<file path="src/rtl/alu_divisor.sv">
// Iterative unsigned restoring divider feeding the ALU result mux.
// One quotient bit per cycle; results are held until the next completed operation.
module alu_divisor #(
  parameter int n = 4
) (
  input  logic         clk,
  input  logic         rst,
  input  logic         start,
  input  logic [n-1:0] dividendo,
  input  logic [n-1:0] divisor,
  output logic [n-1:0] cociente,
  output logic [n-1:0] residuo,
  output logic         busy,
  output logic         done,
  output logic         div_cero
);

  localparam int cw = $clog2(n + 1);
  localparam logic [cw-1:0] cnt_init = cw'(n);
  localparam logic [cw-1:0] cnt_last = cw'(1);

  typedef enum logic [1:0] {
    IDLE = 2'd0,
    CALC = 2'd1,
    DONE = 2'd2
  } state_t;

  state_t        state_r;
  state_t        next_state_s;

  logic [cw-1:0] cnt_r;
  logic [n-1:0]  rem_r;
  logic [n-1:0]  q_r;
  logic [n-1:0]  dsr_r;
  logic [n-1:0]  cociente_r;
  logic [n-1:0]  residuo_r;
  logic          busy_r;
  logic          done_r;
  logic          div_cero_r;

  logic          accept_s;
  logic          zero_s;
  logic          last_s;
  logic          busy_nxt_s;
  logic          done_nxt_s;
  logic [n:0]    shifted_s;
  logic [n:0]    trial_s;
  logic          qbit_s;
  logic [n-1:0]  rem_nxt_s;
  logic [n-1:0]  q_nxt_s;

  assign accept_s = (state_r == IDLE) && start;
  assign zero_s   = (divisor == {n{1'b0}});
  assign last_s   = (state_r == CALC) && (cnt_r == cnt_last);

  // One restoring step: shift {R,Q}, trial-subtract, keep on no borrow.
  // trial_s[n] is a valid sign bit because the shifted remainder is always < 2*divisor.
  always_comb begin
    shifted_s = {rem_r, q_r[n-1]};
    trial_s   = shifted_s - {1'b0, dsr_r};
    qbit_s    = ~trial_s[n];
    if (qbit_s) begin
      rem_nxt_s = trial_s[n-1:0];
    end else begin
      rem_nxt_s = shifted_s[n-1:0];
    end
    q_nxt_s = {q_r[n-2:0], qbit_s};
  end

  // State register.
  always_ff @(posedge clk) begin
    if (rst) begin
      state_r <= IDLE;
    end else begin
      state_r <= next_state_s;
    end
  end

  // Next-state logic.
  always_comb begin
    next_state_s = state_r;
    case (state_r)
      IDLE: begin
        if (accept_s) begin
          if (zero_s) begin
            next_state_s = DONE;
          end else begin
            next_state_s = CALC;
          end
        end else begin
          next_state_s = IDLE;
        end
      end
      CALC: begin
        if (cnt_r == cnt_last) begin
          next_state_s = DONE;
        end else begin
          next_state_s = CALC;
        end
      end
      DONE:    next_state_s = IDLE;
      default: next_state_s = IDLE;
    endcase
  end

  // Output decode, taken from the next state so busy/done can be registered.
  always_comb begin
    busy_nxt_s = 1'b0;
    done_nxt_s = 1'b0;
    case (next_state_s)
      CALC:    busy_nxt_s = 1'b1;
      DONE:    done_nxt_s = 1'b1;
      default: begin
        busy_nxt_s = 1'b0;
        done_nxt_s = 1'b0;
      end
    endcase
  end

  // Status flag registers.
  always_ff @(posedge clk) begin
    if (rst) begin
      busy_r     <= 1'b0;
      done_r     <= 1'b0;
      div_cero_r <= 1'b0;
    end else begin
      busy_r <= busy_nxt_s;
      done_r <= done_nxt_s;
      if (accept_s) begin
        div_cero_r <= zero_s;
      end
    end
  end

  // Iteration datapath: operand capture and per-cycle restoring step.
  always_ff @(posedge clk) begin
    if (rst) begin
      cnt_r <= {cw{1'b0}};
      rem_r <= {n{1'b0}};
      q_r   <= {n{1'b0}};
      dsr_r <= {n{1'b0}};
    end else if (accept_s) begin
      rem_r <= {n{1'b0}};
      q_r   <= dividendo;
      dsr_r <= divisor;
      cnt_r <= zero_s ? {cw{1'b0}} : cnt_init;
    end else if (state_r == CALC) begin
      rem_r <= rem_nxt_s;
      q_r   <= q_nxt_s;
      cnt_r <= cnt_r - cnt_last;
    end
  end

  // Result registers: only written on completion, so the mux never sees partial values.
  always_ff @(posedge clk) begin
    if (rst) begin
      cociente_r <= {n{1'b0}};
      residuo_r  <= {n{1'b0}};
    end else if (accept_s && zero_s) begin
      cociente_r <= {n{1'b1}};
      residuo_r  <= dividendo;
    end else if (last_s) begin
      cociente_r <= q_nxt_s;
      residuo_r  <= rem_nxt_s;
    end
  end

  assign cociente = cociente_r;
  assign residuo  = residuo_r;
  assign busy     = busy_r;
  assign done     = done_r;
  assign div_cero = div_cero_r;

endmodule
</file>
<file path="config.mk">
export PLATFORM = sky130hd
export DESIGN_NAME = alu_divisor
export DESIGN_NICKNAME = d
export VERILOG_FILES = /design/src/rtl/alu_divisor.sv
export SDC_FILE = /design/constraint.sdc
export NUM_CORES = 1
export LEC_CHECK = 0
export CAP_MARGIN = 5
export CORE_UTILIZATION = 51
export CTS_CLUSTER_DIAMETER = 50
export CTS_CLUSTER_SIZE = 10
export DETAILED_ROUTE_END_ITERATION = 6
export GPL_ROUTABILITY_DRIVEN = 0
export PLACE_DENSITY = 0.77
export SLEW_MARGIN = 10
export SYNTH_ARGS = -nofsm -noshare
export SYNTH_HDL_FRONTEND = slang
export SYNTH_SLANG_ARGS = --single-unit
</file>
<file path="constraint.sdc">
create_clock -name clk -period 2.6 [get_ports clk]
set_clock_uncertainty 0.15 [all_clocks]
set_input_delay 0.26 -clock clk [delete_from_list [all_inputs] [get_ports clk]]
set_output_delay 0.26 -clock clk [all_outputs]
set_load 0.02 [all_outputs]
</file>
**Word level (Yosys, flattened, before mapping)**

Cells that the tools add are included.

- Add/subtract/negate cells: 2
- Equality and inequality tests: 4
- Mux-type cells: 16
- Bitwise logic cells: 1
- Reductions and logical operators: 8

Operators with widths:

| operator | number |
|---|---|
| 4-bit two-way mux | 7 |
| 3-bit two-way mux | 3 |
| 2-bit two-way mux | 3 |
| 5-bit by 4-bit subtractor with 5-bit output | 1 |
| 2-bit by 1-bit == test with 1-bit output (second input constant) | 2 |
| 4-bit zero test | 1 |
| 2-bit case mux with 2 select lines | 1 |
| 2-bit nonzero test | 2 |
| 3-bit by 1-bit == test with 1-bit output (second input constant) | 1 |
| 1-bit logical AND | 3 |
| 3-bit by 1-bit subtractor with 3-bit output (second input constant) | 1 |
| 2-bit == test (second input constant) | 1 |
| 2-bit zero test | 1 |
| 1-bit two-way mux | 2 |
| 2-bit OR reduction | 1 |
| 1-bit inverter | 1 |

- Flip-flop bits (word level): 28
- Bits of input ports: 11
- Output and inout bits: 11
- Word-level logic and storage cells: 41

**Depth between registers and ports, before layout**

- Word-level depth: 6
- Depth in mapped cells: 8
- Depth with buffers taken out: 8

**Least setup slack after synthesis**

No wires, ideal clock.

- Path kind: register to register
- Start: register q_r[3]
- End: register rem_r[1]
- Setup time: 0.074 ns
- Data arrival time: 2.051 ns
- Required time: 2.376 ns
- Slack: 0.325 ns
- Cell stages (with the launch flop): 9
- Buffers on the path: 0
- Period minus slack after synthesis: 2.275 ns
- Cells stage by stage: dfxtp_1 > inv_1 > ha_1 > fa_1 > nand2b_1 > a21oi_2 > xor2_2 > mux2_2 > o21ai_0

- Word-level cells in the longest chain between the ends: 2

RTL lines:

| item | line | source |
|---|---|---|
| start: declaration | 33 | `logic [n-1:0] q_r;` |
| start signal: assignment | 140 | `q_r <= {n{1'b0}};` |
| start signal: assignment | 144 | `q_r <= dividendo;` |
| start signal: assignment | 149 | `q_r <= q_nxt_s;` |
| 5-bit by 4-bit subtractor with 5-bit output | 60 | `trial_s = shifted_s - {1'b0, dsr_r};` |
| 4-bit two-way mux | 62 | `if (qbit_s) begin` |
| end signal: assignment | 139 | `rem_r <= {n{1'b0}};` |
| end signal: assignment | 143 | `rem_r <= {n{1'b0}};` |
| end signal: assignment | 148 | `rem_r <= rem_nxt_s;` |
| end: declaration | 32 | `logic [n-1:0] rem_r;` |

Every way passes these cells.
A chain may end at the register's enable or synchronous reset.

**Worst setup path in the final report**

Ends and elaborated chain as after synthesis.

==> summary by stage <==
Floorplanning
The die extent in x is 52.0 um. The floorplan has 17 rows. During I/O placement, the number of pins put on the boundary was 22.

The total area inside the core boundary comes to 0.00228 mm2. For this configuration, the core starts out at a cell density of 56.0%. The die outline area is 0.00270 mm2. The die span in y is 52.0 um.

Route
The number of DRC markers after the initial detailed-route iteration is 29. The final antenna-violating net count is 0. In the final routed layout, each cell accounts on average for 14.4 um. The final routed DRC violation total is 0. The number of vias per cell is 5.85. The detailed-router iteration count before antenna repair is 4. The post-detailed-routing wire length is 2730 um.

For this block, the via count after detailed routing is 1112.

STA
For the pin with the worst max-slew slack, the measured transition is 0.392 ns. In this run the tightest slew margin relative to its limit is 73.9%. After layout, the minimum clock period comes to 2.45 ns.

For the final routed database, the setup TNS stands at 0 ns. The maximum clock rate is 408 MHz. The share of the clock period used by the worst path after layout is 94.3%.

The number of pins with negative max-slew slack in the final report is 0. Setup repair after global routing left no endpoint under its margin. The final number of setup-violating endpoints is 0. The number of hold-slack violations in the final timing report is 0.

Worst setup path
In this run the worst path has a maximum fanout of 6. The worst setup path is launched from a flip-flop. The worst setup path is captured at a flip-flop. The kind of critical path is reg -> reg. The worst endpoint data arrival time is 2.58 ns. The required arrival time at the worst endpoint is 2.73 ns.

Yosys
The compound-gate portion of the synthesized area is 20.5%. Measured against the total synthesized area, the mux share comes to 3.34%. After Yosys synthesis, full adders, half adders and majority gates account for 7.47% of the synthesized area. Counting distinct cell types in the post-synthesis netlist gives 32. For this run, the leading register cell type out of synthesis is sky130_fd_sc_hd__dfxtp_1. Summing the areas of all and, or, nand and nor instances in the mapped netlist gives 17.6% of the synthesized area. The synthesized netlist occupies a cell area of 0.00127 mm2. After synthesis, the share of flip-flops with an asynchronous set or reset is 0%. Of all cell types, the one taking the most synthesized area is sky130_fd_sc_hd__dfxtp_1. The register bit count reported by yosys is 28. Sequential cells were found to cover 44.0% of the synthesized design area. In the synthesized netlist, the number of instances is 140. The post-synth net total is 158. Yosys attributes the largest share of cell area to sky130_fd_sc_hd__dfxtp_1 44%, sky130_fd_sc_hd__a21oi_1 5.9%, sky130_fd_sc_hd__ha_1 5.9%, sky130_fd_sc_hd__nand2_1 5.6%, sky130_fd_sc_hd__a22oi_1 4.1%. Summing the areas of all xor and xnor instances in the mapped netlist gives 2.65% of the synthesized area. The number of synthesized flops with an enable pin is 0.

Yosys printed 0 warnings. The share of synthesized area in the top cell type comes to 44.0%. After synthesis, the mean cell area works out to 9.10 um2. After synthesis, the largest family of logic cells by area is compound AO/OA/AOI/OAI gates.

Power
The leakage power summed over all cells is 0.586 nW. The worst voltage drop across the vdd grid is 0.000404 V. For this design the ratio of total power to cell area is 623 mW/mm2.

Clock network
The buffer cell driving the clock tree root is sky130_fd_sc_hd__clkbuf_4. The number of buffers created by CTS is 3. The post-CTS setup buffer count is 0.

The clock sink count is 28. The quantity of gates resized following cts is 0. After clock tree synthesis, the clock-pin slew on the worst setup and hold paths is 0.15 ns. TritonCTS built the clock tree. Buffers inserted to repair hold after CTS numbered 0. At the later pin of the worst-skew pair, clock insertion delay measures 0.33 ns. The number of H-tree levels is 1. The longest clock path from root to sink contains 2 buffers.

GRT
The global-route track usage on met1 is 26.5%. Global routing used 24.1% of the available tracks. The first global-routing pass estimated 4750 um of wire. In this run the most used layer during global routing was met2.

The routing usage on met3 is 3.22%. The via count of the first global-routing pass was 1141. The number of antenna violations at the first check in global routing came to 0.

Entering global routing, the biggest net connects 17 pins. The overall overflow remaining after global route is 0. The met2 usage in global routing is 43.4%.

Cells and area
The number of nets in the finished design is 181. The number of antenna diodes in the final layout is 0. Once layout is complete, the cells apart from fillers number 190. The area growth from synthesis to layout is 22.5%.

The share of layout cells above drive strength 1 is 12.3%.

Hold path
The worst hold path belongs to the class reg -> reg.

Job
The number of max-capacitance violations reported is 0.

Status
The flow ran to the end, and the final reports show no timing, DRC or antenna violations.

Placement
The number of buffer cells added on primary ports is 21. The HPWL after detailed placement is 2060 um. Including well taps, the total number of placed cells is 186.
per-stage QoR:
stage / util (%) / instance area, um2 / hold WS [ns] / worst slack (ns) / total power (W)
after floorplan: - / 1270 / 0.246 / 0.325 / 0.000626
after global placement: 66.2 / 1510 / 0.297 / 0.242 / 0.000683
after detailed placement: 66.2 / 1510 / 0.307 / 0.172 / 0.000691
after CTS: 68.6 / 1560 / 0.327 / 0.145 / 0.000976
after global routing: 68.6 / 1560 / 0.353 / 0.0343 / 0.00101
final: 68.6 / 1560 / 0.322 / 0.149 / 0.000973
routing by layer:
metal	up-vias	part of all wire (%)
met2	42	50
met3	9	6.1
met1	528	41
li1	533	-
met5	-	0
met4	0	2.5
kinds of logic (layout without fill, tap and decap cells):
| logic type | Yosys count | in the layout |
|---|---|---|
| AOI/OAI and AO/OA | 39 | 39 |
| xor gates and xnor gates | 3 | 3 |
| adders and majority gates | 7 | 7 |
| buffers and inverters | 13 | 35 |
| DFF | 28 | 28 |
| muxes | 4 | 4 |
| and+or+nand+nor | 46 | 46 |
where the power goes:
part           switching (W)  internal [W]
clock network       0.000132      0.000156
registers          0.0000188      0.000457
logic               0.000116     0.0000928
Yosys cell counts (2+ instances only):
cell / number
sky130_fd_sc_hd__ha_1: 6
sky130_fd_sc_hd__a21oi_1: 15
sky130_fd_sc_hd__nand3_1: 2
sky130_fd_sc_hd__nor2_1: 13
sky130_fd_sc_hd__o221a_2: 4
sky130_fd_sc_hd__a31oi_1: 2
sky130_fd_sc_hd__a21oi_2: 2
sky130_fd_sc_hd__mux2i_1: 2
sky130_fd_sc_hd__nand2_1: 19
sky130_fd_sc_hd__clkbuf_1: 4
sky130_fd_sc_hd__mux2_2: 2
sky130_fd_sc_hd__inv_1: 8
sky130_fd_sc_hd__o21ai_0: 5
sky130_fd_sc_hd__nand2b_1: 3
sky130_fd_sc_hd__o22ai_1: 3
sky130_fd_sc_hd__a22oi_1: 7
sky130_fd_sc_hd__dfxtp_1: 28
worst max-delay path, stage by stage, from the launching register on:
cell,delay [ns]
sky130_fd_sc_hd__dfxtp_1,0.36
sky130_fd_sc_hd__inv_1,0.06
sky130_fd_sc_hd__ha_1,0.21
sky130_fd_sc_hd__fa_1,0.39
sky130_fd_sc_hd__nand2b_1,0.17
sky130_fd_sc_hd__a21oi_2,0.17
sky130_fd_sc_hd__xor2_2,0.33
sky130_fd_sc_hd__mux2_2,0.40
sky130_fd_sc_hd__o21ai_0,0.15
layout by cell type, fill, tap and decap left out, drive strengths merged:
cell type      instances
nand3b                 1
or4                    1
nand2                 20
nor2                  14
a31oi                  2
mux2                   2
clkbuf                 3
dfxtp                 28
xnor2                  1
o221a                  4
o221ai                 1
xor2                   2
nand3                  2
buf                    2
o22ai                  3
a22oi                  7
nor3b                  1
a21oi                 17
o21ai                  5
nand2b                 3
or3b                   1
and2b                  1
ha                     6
fa                     1
or2                    2
clkdlybuf4s50         21
bufinv                 1
inv                    8
mux2i                  2
cell type report:
cell class	count	area (um2)
multi-input combinational	99	657
sequential	28	561
timing repair buffer	23	225
tap	28	35.0
inverter	8	30.0
clock buffer	3	22.5
clock inverter	1	30.0
fill	185	716
sequential cells by signal (all words and copies together) (netlist names):
| signal | flops |
|---|---|
| q_r | 4 |
| rem_r | 4 |
| residuo | 4 |
| cnt_r | 3 |
| state_r | 2 |
| done | 1 |
| cociente | 4 |
| div_cero | 1 |
| dsr_r | 4 |
| busy | 1 |
path summary, 6_finish.rpt:
| kind | from | endpoint | cells past startpoint | slack, ns |
|---|---|---|---|---|
| worst max register to register | q_r[3] | rem_r[1] | 8 | 0.15 |
| worst min-delay path | dsr_r[2] | dsr_r[2] | 2 | 0.32 |
| worst min register to register | dsr_r[2] | dsr_r[2] | 2 | 0.32 |
| worst max-delay path | q_r[3] | rem_r[1] | 8 | 0.15 |
Power figures use the tool's default switching activity.
